--- src/rtl/hazard_scoreboard_if.sv ---
// rtl/hazard_scoreboard_if.sv - issue/retire/squash bus and debug status of the hazard scoreboard
interface hazard_scoreboard_if #(
    parameter int NUM_REGS  = 32,
    parameter int REG_IDX_W = 5
);
    logic                   issue_valid;
    logic [REG_IDX_W-1:0]   issue_rs1;
    logic [REG_IDX_W-1:0]   issue_rs2;
    logic                   issue_rs1_used;
    logic                   issue_rs2_used;
    logic [REG_IDX_W-1:0]   issue_rd;
    logic                   issue_rd_write;
    logic                   issue_stall;
    logic                   retire_valid;
    logic [REG_IDX_W-1:0]   retire_rd;
    logic                   squash_valid;
    logic [REG_IDX_W-1:0]   squash_rd;
    logic [NUM_REGS-1:0]    busy_mask;
    logic [REG_IDX_W+2:0]   inflight_total;
    logic                   error;
    logic [31:0]            stall_cycles;

    modport master (
        output issue_valid, issue_rs1, issue_rs2, issue_rs1_used, issue_rs2_used,
               issue_rd, issue_rd_write, retire_valid, retire_rd, squash_valid, squash_rd,
        input  issue_stall, busy_mask, inflight_total, error, stall_cycles
    );

    modport slave (
        input  issue_valid, issue_rs1, issue_rs2, issue_rs1_used, issue_rs2_used,
               issue_rd, issue_rd_write, retire_valid, retire_rd, squash_valid, squash_rd,
        output issue_stall, busy_mask, inflight_total, error, stall_cycles
    );
endinterface

--- src/rtl/hazard_scoreboard.sv ---
// rtl/hazard_scoreboard.sv - per-register pending-write counters with RAW/structural issue stall
module hazard_scoreboard #(
    parameter int NUM_REGS      = 32,
    parameter int REG_IDX_W     = 5,
    parameter int MAX_PENDING   = 3,
    parameter int RETIRE_BYPASS = 0
) (
    input  logic                  clock,
    input  logic                  reset,
    hazard_scoreboard_if.slave    sb
);
    localparam int CW = $clog2(MAX_PENDING + 1);
    localparam int TW = REG_IDX_W + 3;

    logic [CW-1:0]       count_q [NUM_REGS];
    logic [CW-1:0]       count_d [NUM_REGS];
    logic [NUM_REGS-1:0] busy_q, busy_d;
    logic [TW-1:0]       total_q, total_d;
    logic                error_q, error_d;
    logic [31:0]         stall_q, stall_d;

    logic [NUM_REGS-1:0] dec_r, dec_s, inc, pending;
    logic                rs1_hit, rs2_hit, rd_full, stall, fire;
    logic                retire_oor, squash_oor, underflow;
    int                  net;

    always_comb begin
        dec_r     = '0;
        dec_s     = '0;
        inc       = '0;
        pending   = '0;
        rs1_hit   = 1'b0;
        rs2_hit   = 1'b0;
        rd_full   = 1'b0;
        underflow = 1'b0;
        net       = 0;
        total_d   = '0;
        busy_d    = '0;
        for (int i = 0; i < NUM_REGS; i++) begin
            count_d[i] = '0;
        end

        for (int i = 1; i < NUM_REGS; i++) begin
            dec_r[i] = sb.retire_valid && (sb.retire_rd == REG_IDX_W'(i));
            dec_s[i] = sb.squash_valid && (sb.squash_rd == REG_IDX_W'(i));
            // Bypass mode treats same-cycle decrements as already applied for source checks only.
            if (RETIRE_BYPASS != 0)
                pending[i] = {2'b00, count_q[i]} > ((CW+2)'(dec_r[i]) + (CW+2)'(dec_s[i]));
            else
                pending[i] = count_q[i] != '0;
            if ((sb.issue_rs1 == REG_IDX_W'(i)) && pending[i])
                rs1_hit = 1'b1;
            if ((sb.issue_rs2 == REG_IDX_W'(i)) && pending[i])
                rs2_hit = 1'b1;
            if ((sb.issue_rd == REG_IDX_W'(i)) && (count_q[i] == CW'(MAX_PENDING)))
                rd_full = 1'b1;
        end

        stall = sb.issue_valid && ((sb.issue_rs1_used && rs1_hit) ||
                                   (sb.issue_rs2_used && rs2_hit) ||
                                   (sb.issue_rd_write && rd_full));
        fire  = sb.issue_valid && !stall && sb.issue_rd_write;

        for (int i = 1; i < NUM_REGS; i++) begin
            inc[i] = fire && (sb.issue_rd == REG_IDX_W'(i));
            net    = int'(count_q[i]) + int'(inc[i]) - int'(dec_r[i]) - int'(dec_s[i]);
            if (net < 0) begin
                count_d[i] = '0;
                underflow  = 1'b1;
            end else begin
                count_d[i] = CW'(net);
            end
            busy_d[i] = count_d[i] != '0;
            total_d   = total_d + TW'(count_d[i]);
        end

        retire_oor = sb.retire_valid && ({1'b0, sb.retire_rd} >= (REG_IDX_W+1)'(NUM_REGS));
        squash_oor = sb.squash_valid && ({1'b0, sb.squash_rd} >= (REG_IDX_W+1)'(NUM_REGS));
        error_d    = error_q | underflow | retire_oor | squash_oor;
        stall_d    = (sb.issue_valid && stall && (stall_q != '1)) ? stall_q + 32'd1 : stall_q;
    end

    always_ff @(posedge clock or posedge reset) begin
        if (reset) begin
            for (int i = 0; i < NUM_REGS; i++) begin
                count_q[i] <= '0;
            end
            busy_q  <= '0;
            total_q <= '0;
            error_q <= 1'b0;
            stall_q <= '0;
        end else begin
            for (int i = 0; i < NUM_REGS; i++) begin
                count_q[i] <= count_d[i];
            end
            busy_q  <= busy_d;
            total_q <= total_d;
            error_q <= error_d;
            stall_q <= stall_d;
        end
    end

    assign sb.issue_stall    = stall;
    assign sb.busy_mask      = busy_q;
    assign sb.inflight_total = total_q;
    assign sb.error          = error_q;
    assign sb.stall_cycles   = stall_q;
endmodule

--- src/flat_wrapper.sv ---
// flat-port wrapper written by rule: the top's interface ports become plain ports
module hazard_scoreboard_flat 
#(
    parameter int NUM_REGS      = 32,
    parameter int REG_IDX_W     = 5,
    parameter int MAX_PENDING   = 3,
    parameter int RETIRE_BYPASS = 0
)
  (clock, reset, sb_issue_valid, sb_issue_rs1, sb_issue_rs2, sb_issue_rs1_used, sb_issue_rs2_used, sb_issue_rd, sb_issue_rd_write, sb_retire_valid, sb_retire_rd, sb_squash_valid, sb_squash_rd, sb_issue_stall, sb_busy_mask, sb_inflight_total, sb_error, sb_stall_cycles);
  hazard_scoreboard_if #(.NUM_REGS(NUM_REGS), .REG_IDX_W(REG_IDX_W)) sb_i ();
  input  logic clock;
  input  logic reset;
  input wire logic [$bits(sb_i.issue_valid)-1:0] sb_issue_valid;
  input wire logic [$bits(sb_i.issue_rs1)-1:0] sb_issue_rs1;
  input wire logic [$bits(sb_i.issue_rs2)-1:0] sb_issue_rs2;
  input wire logic [$bits(sb_i.issue_rs1_used)-1:0] sb_issue_rs1_used;
  input wire logic [$bits(sb_i.issue_rs2_used)-1:0] sb_issue_rs2_used;
  input wire logic [$bits(sb_i.issue_rd)-1:0] sb_issue_rd;
  input wire logic [$bits(sb_i.issue_rd_write)-1:0] sb_issue_rd_write;
  input wire logic [$bits(sb_i.retire_valid)-1:0] sb_retire_valid;
  input wire logic [$bits(sb_i.retire_rd)-1:0] sb_retire_rd;
  input wire logic [$bits(sb_i.squash_valid)-1:0] sb_squash_valid;
  input wire logic [$bits(sb_i.squash_rd)-1:0] sb_squash_rd;
  output wire logic [$bits(sb_i.issue_stall)-1:0] sb_issue_stall;
  output wire logic [$bits(sb_i.busy_mask)-1:0] sb_busy_mask;
  output wire logic [$bits(sb_i.inflight_total)-1:0] sb_inflight_total;
  output wire logic [$bits(sb_i.error)-1:0] sb_error;
  output wire logic [$bits(sb_i.stall_cycles)-1:0] sb_stall_cycles;
  assign sb_i.issue_valid = sb_issue_valid;
  assign sb_i.issue_rs1 = sb_issue_rs1;
  assign sb_i.issue_rs2 = sb_issue_rs2;
  assign sb_i.issue_rs1_used = sb_issue_rs1_used;
  assign sb_i.issue_rs2_used = sb_issue_rs2_used;
  assign sb_i.issue_rd = sb_issue_rd;
  assign sb_i.issue_rd_write = sb_issue_rd_write;
  assign sb_i.retire_valid = sb_retire_valid;
  assign sb_i.retire_rd = sb_retire_rd;
  assign sb_i.squash_valid = sb_squash_valid;
  assign sb_i.squash_rd = sb_squash_rd;
  assign sb_issue_stall = sb_i.issue_stall;
  assign sb_busy_mask = sb_i.busy_mask;
  assign sb_inflight_total = sb_i.inflight_total;
  assign sb_error = sb_i.error;
  assign sb_stall_cycles = sb_i.stall_cycles;
  hazard_scoreboard #(.NUM_REGS(NUM_REGS), .REG_IDX_W(REG_IDX_W), .MAX_PENDING(MAX_PENDING), .RETIRE_BYPASS(RETIRE_BYPASS)) u_core (.clock(clock), .reset(reset), .sb(sb_i));
endmodule
--- config.mk ---
export PLATFORM = sky130hd
export DESIGN_NAME = hazard_scoreboard_flat
export DESIGN_NICKNAME = d
export VERILOG_FILES = /design/src/rtl/hazard_scoreboard_if.sv /design/src/rtl/hazard_scoreboard.sv /design/src/flat_wrapper.sv
export SDC_FILE = /design/constraint.sdc
export NUM_CORES = 1
export LEC_CHECK = 0
export ABC_CLOCK_PERIOD_IN_PS = 11070
export CAP_MARGIN = 5
export CORE_UTILIZATION = 42
export CTS_BUF_LIST = sky130_fd_sc_hd__clkbuf_4 sky130_fd_sc_hd__clkbuf_8 sky130_fd_sc_hd__clkbuf_16
export DETAILED_ROUTE_END_ITERATION = 6
export SYNTH_ARGS = -nofsm -noshare
export SYNTH_HDL_FRONTEND = slang
export SYNTH_SLANG_ARGS = --single-unit
--- constraint.sdc ---
create_clock -name clock -period 11.07 [get_ports clock]
set_input_delay 2.7675 -clock clock [delete_from_list [all_inputs] [get_ports clock]]
set_output_delay 2.7675 -clock clock [all_outputs]
set_load 0.05 [all_outputs]
==> reports/results.ini, run 1 <==
[run_status]
outcome = finished, final reports clean

[hold_path]
holdPathEnd = u_core.sb.stall_cycles[17]$_DFFE_PP0P_
hp-start = u_core.sb.stall_cycles[17]$_DFFE_PP0P_
hold_depth = 1
hold_class = flip-flop to flip-flop

[clock_network]
clk_latency_ns = 0.43
cts-root-buf = clkbuf_16
clkSinkCount = 133
clk_path_buf_depth = 2
htreeDepth = 4
cts_made_buffers = 17
cts_tree = yes
clk_pin_slew_ns = 0.06

[drt]
drt_pre_antenna_iters = 6
drc = 0
ant_nets = 0
routed_wl_um = 35910
vias = 9308
first_iter_violations = 640
vias_per_cell = 5.418
wl_per_cell_um = 20.90

[final_layout]
diodes = 0
fin_nets = 1583
drive_gt1_share_pct = 22.87
flow.area_growth_from_synthesis_pct = 37.81

[yosys]
synthCells = 1095
async_flop_share_pct = 100.0
seq_area_frac_synth_pct = 32.58
synth_edf_count = 0
synthesis.area_mm2 = 0.01022
synthDistinctLibCells = 62
syn_area_per_cell_um2 = 9.330
ys_warn_count = 0
synth-seq-cells = 133
synthFlopType = dfrtp_1

[die]
start_util_pct = 43.14
coreArea_mm2 = 0.02368
die-area_mm2 = 0.02495
row_count = 56
io_pins = 107
die_w_um = 158.0
die_y_um = 158.0

[placement]
io_buffer_count = 104
gp_congestion = 1.018
place_hpwl_um = 28200
dpl_worst_slack_ns = -0.9990

[sta]
setup_viol_count_final = 0
max_slew.worst_pin.slew_ns = 0.7670
finalCritPeriodShare_pct = 98.38
fin_ws_ns = 0.1792
relSlewSlack_pct = 48.87
max_freq_ghz = 0.09182
period_needed_ns = 10.89
finalClockSkew_ns = 0.01376
finalHoldViolations = 0
drv_slew = 0

[setup_path]
critPathKind = primary input to flip-flop
slowest_stage = fa_2
reg2reg_to = u_core.sb.inflight_total[5]$_DFF_PP0_
critical_path_buf_inv_count = 20
cp.arrival_ns = 11.24
worst_setup_path_start_kind = primary input
regToRegSetupSlack_ns = 2.38
critPathTopFamily = adder cells
reg2regPathDepth = 30
cp_max_fo = 11
crit_path_end_kind = flip-flop
critPathRequiredTime_ns = 11.42
critical_path.max_stage_delay_ns = 0.63
reg2reg_from = u_core.count_q[27]$_DFF_PP0_
crit_top_cell = buf_4

[global_routing]
antenna_found_initial = 0
grt_pass1_vias = 9162
grt_util_all_layers_pct = 29.64
grt_pass1_wl_um = 53330
grt_max_degree = 75
overflow = 0

[job]
cap_violations = 0

[cells in the final DEF (no fill, tap or decap), types with 11 or more instances in the layout]
cell / instances
ha_1: 73
a21oi_1: 32
nand3_1: 58
inv_1: 100
nand2_1: 126
nor4_1: 11
clkbuf_16: 20
nand2b_1: 31
nor3_1: 54
o21ai_0: 13
nor3b_1: 19
dfrtp_1: 133
nor3_2: 14
clkdlybuf4s50_1: 96
nor2_1: 105
xor2_1: 27
nor2b_1: 31
fa_1: 78
buf_4: 192
[layer usage]
layer	vias to the layer above	wire, um	track usage [%]
met2	377	16170	46.61
met5	-	0	0
li1	4266	-	-
met3	85	2659	5.639
met4	0	1360	10.81
met1	4580	15720	40.65
[how the worst max path moves through the flow]
stage	cells after the start	endpoint	startpoint	slack, ns
after global routing	39	u_core.sb.inflight_total[5]$_DFF_PP0_	sb_issue_rd[3]	-0.01
after global placement	33	u_core.sb.inflight_total[6]$_DFF_PP0_	sb_issue_rd[1]	-1.02
after detailed placement	33	u_core.sb.inflight_total[6]$_DFF_PP0_	sb_issue_rd[1]	-1.0
final	39	u_core.sb.inflight_total[5]$_DFF_PP0_	sb_issue_rd[3]	0.18
after CTS	35	u_core.sb.inflight_total[5]$_DFF_PP0_	sb_issue_rd[2]	0.0002
after floorplan	32	u_core.sb.inflight_total[5]$_DFF_PP0_	sb_issue_rs1[0]	0.08
[cell type report]
| type | count | area [um2] |
|---|---|---|
| Fill cell | 2148 | 9604 |
| Multi-Input combinational cell | 823 | 6645 |
| Sequential cell | 133 | 3328 |
| Timing Repair Buffer | 308 | 2694 |
| Clock buffer | 20 | 466.7 |
| Tap cell | 319 | 399.1 |
| Inverter | 104 | 395.4 |
| Clock inverter | 11 | 150.1 |
[synth_stat cells (all sizes together) (4+ instances only)]
library cell,instances,share of area [%]
nor3,71,3.5
dfrtp,133,33
o21ai,18,0.88
buf,19,1.0
xnor2,8,0.69
nand4,5,0.37
or2,9,0.55
fa,88,17
and3,10,0.61
nand2b,37,2.3
a31oi,5,0.31
nor3b,21,1.5
ha,75,9.2
nand3b,4,0.29
clkbuf,17,0.62
a2111oi,4,0.34
o2111ai,5,0.43
inv,104,3.8
a21oi,36,1.8
nor2,107,3.9
nand2,126,4.6
o31ai,4,0.34
nor4,20,1.7
xor2,27,2.3
o211ai,8,0.59
a211oi,5,0.37
nand3,58,2.8
nor2b,33,2.0
[state kept, by name (all words and copies together) (netlist names)]
signal / cells
u_core.count_q: 62
u_core.sb.stall_cycles: 32
u_core.sb.busy_mask: 31
u_core.sb.inflight_total: 7
u_core.sb.error: 1
[stage by stage]
step / util [%] / setup TNS [ns] / std cells / instance area, um2 / hold WS, ns
3_3_place_gp: 54.29 / -5.369 / 1655 / 12860 / 0.4754
4_1_cts: 58.43 / 0 / 1709 / 13840 / 0.4854
6_report: 59.45 / 0 / 1718 / 14080 / 0.4871
2_1_floorplan: - / 0 / 1096 / 10220 / 0.6532
5_1_grt: 59.45 / -0.01332 / 1718 / 14080 / 0.4905
3_5_place_dp: 54.29 / -5.145 / 1655 / 12860 / 0.4758
[cells by family (layout without fill, tap and decap cells)]
logic type / after synthesis / in the layout / synth area share, %
AOI/OAI and AO/OA: 110 / 110 / 7.128
muxes: 1 / 1 / 0.1102
adders and majority gates: 163 / 163 / 26.43
buffers and inverters: 140 / 443 / 5.487
and+or+nand+nor: 512 / 512 / 25.23
other: 1 / 2 / 0.03671
DFF: 133 / 133 / 32.58
xor gates and xnor gates: 35 / 35 / 3.001
[what timing repair did]
item                                    CTS  global route
pin swaps                                27            29
hold buffers                              0             0
setup buffers                            23             5
endpoints found under the setup margin    6             6
cloned                                    0             4
gates resized for setup                  45            39
Power of run 1 is left out: the tool's default activity adds up to more than one toggle a clock period on the data nets, which glitch-free logic cannot reach.
==> run 2: changes to the inputs <==
--- a/config.mk
+++ b/config.mk
@@ -9,6 +9,7 @@
 export CAP_MARGIN = 5
 export CORE_UTILIZATION = 42
 export CTS_BUF_LIST = sky130_fd_sc_hd__clkbuf_4 sky130_fd_sc_hd__clkbuf_8 sky130_fd_sc_hd__clkbuf_16
+export CTS_CLUSTER_DIAMETER = 40
 export DETAILED_ROUTE_END_ITERATION = 6
 export SYNTH_ARGS = -nofsm -noshare
 export SYNTH_HDL_FRONTEND = slang
==> results of run 2 <==
Final layout, timing and power as in run 1 (identical DEF).
Power of run 2 is left out for the same reason.
==> run 3: changes to the inputs <==
--- a/config.mk
+++ b/config.mk
@@ -11,6 +11,7 @@
 export CTS_BUF_LIST = sky130_fd_sc_hd__clkbuf_4 sky130_fd_sc_hd__clkbuf_8 sky130_fd_sc_hd__clkbuf_16
 export CTS_CLUSTER_DIAMETER = 40
 export DETAILED_ROUTE_END_ITERATION = 6
+export SKIP_CTS_REPAIR_TIMING = 1
 export SYNTH_ARGS = -nofsm -noshare
 export SYNTH_HDL_FRONTEND = slang
 export SYNTH_SLANG_ARGS = --single-unit
==> reports/results.ini, run 3 (synthesis results as in run 1) <==
[run_status]
outcome = finished, final reports clean

[die]
die_y_um = 158.0
start_util_pct = 43.14
io_pins = 107
coreArea_mm2 = 0.02368
die_w_um = 158.0
row_count = 56
die-area_mm2 = 0.02495

[setup_path]
cp_max_fo = 5
critical_path_buf_inv_count = 5
critical_path.max_stage_delay_ns = 0.64
worst_setup_path_start_kind = primary input
crit_path_end_kind = flip-flop
slowest_stage = fa_2
critPathTopFamily = adder cells
critPathKind = primary input to flip-flop
regToRegSetupSlack_ns = 2.51
worstSetupStartpoint = sb_issue_rd[2]
cp.arrival_ns = 11.18
critPathRequiredTime_ns = 11.40
crit_top_cell = fa_1
reg2reg_from = u_core.count_q[27]$_DFF_PP0_

[drt]
drt_pre_antenna_iters = 5
wl_per_cell_um = 20.67
drc = 0
vias_per_cell = 5.412
ant_nets = 0
vias = 9185
first_iter_violations = 686
routed_wl_um = 35080

[final_layout]
regMostFlops = u_core.count_q
largest_reg_flops = 62
fin_cells = 1697
flow.area_growth_from_synthesis_pct = 35.69
fillers = 2179
drive_gt1_share_pct = 21.12
diodes = 0
fin_nets = 1562
final_common_cell = buf_4
final_cell_mix = 174 x buf_4, 133 x dfrtp_1, 125 x nand2_1

[clock_network]
clk_path_buf_depth = 2
htreeDepth = 4
clk_pin_slew_ns = 0.06
clk_latency_ns = 0.43
cts_made_buffers = 17
cts-root-buf = clkbuf_16
clkSinkCount = 133
cts_tree = yes

[placement]
io_buffer_count = 104
place_inst = 1655
place_hpwl_um = 28200
gp_congestion = 1.018

[sta]
drv_slew = 0
finalCritPeriodShare_pct = 98.01
finalHoldViolations = 0
whs_ns = 0.4870
max_slew.worst_pin.slew_ns = 0.7693
max_freq_ghz = 0.09216
period_needed_ns = 10.85
finalClockSkew_ns = 0.01179
setup_viol_count_final = 0
relSlewSlack_pct = 48.72

[global_routing]
grt_max_degree = 75
grt_pass1_vias = 8951
antenna_found_initial = 0
grt_util_all_layers_pct = 29.07
overflow = 0
grt_pass1_wl_um = 52330

[hold_path]
hold_class = flip-flop to flip-flop
hp-start = u_core.sb.stall_cycles[17]$_DFFE_PP0P_

[job]
cap_violations = 0

==> run 3: stage by stage <==
stage               utilization, %  setup WS [ns]  setup TNS [ns]  instance area [um2]
finish                       58.53         0.2198               0                13860
global route                 58.53       -0.01308        -0.02549                13860
CTS                          56.89        -0.5753          -2.591                13470
detailed placement           54.29        -0.9990          -5.145                12860
global placement             54.29         -1.023          -5.369                12860
floorplan                        -        0.07526               0                10220
==> run 3: layer usage <==
metal  GRT usage, %  wire length (um)  vias up
met2          45.31             15780      369
met3          5.229              2617       65
li1               -                 -     4231
met1          40.48             15530     4520
met5              0                 0        -
met4          10.39              1161        0
==> run 3: area by class of cell <==
cell class	instances	area, um2	share of cell area, %
Multi-Input combinational cell	823	6611	47.69
Sequential cell	133	3328	24.01
Tap cell	319	399.1	2.879
Clock buffer	20	466.7	3.367
Inverter	104	395.4	2.852
Timing Repair Buffer	287	2511	18.12
Clock inverter	11	150.1	1.083
==> run 3: worst register-to-register path, delay by kind of cell (launching register included) <==
kind / cells / cell delay [ns]
adders and majority gates: 12 / 5.14
AOI/OAI and AO/OA: 8 / 1.49
DFF: 1 / 0.41
buffers and inverters: 3 / 0.26
and+or+nand+nor: 7 / 1.18
==> run 3: final timing paths <==
check                                                         end  cells after the start
setup / recovery            u_core.sb.inflight_total[6]$_DFF_PP0_                     32
hold / removal             u_core.sb.stall_cycles[17]$_DFFE_PP0P_                      1
setup reg to reg            u_core.sb.inflight_total[6]$_DFF_PP0_                     30
hold reg to reg            u_core.sb.stall_cycles[17]$_DFFE_PP0P_                      1
max in group asynchronous            u_core.count_q[60]$_DFF_PP0_                      3
min in group asynchronous   u_core.sb.inflight_total[2]$_DFF_PP0_                      2
Power of run 3 is left out for the same reason.
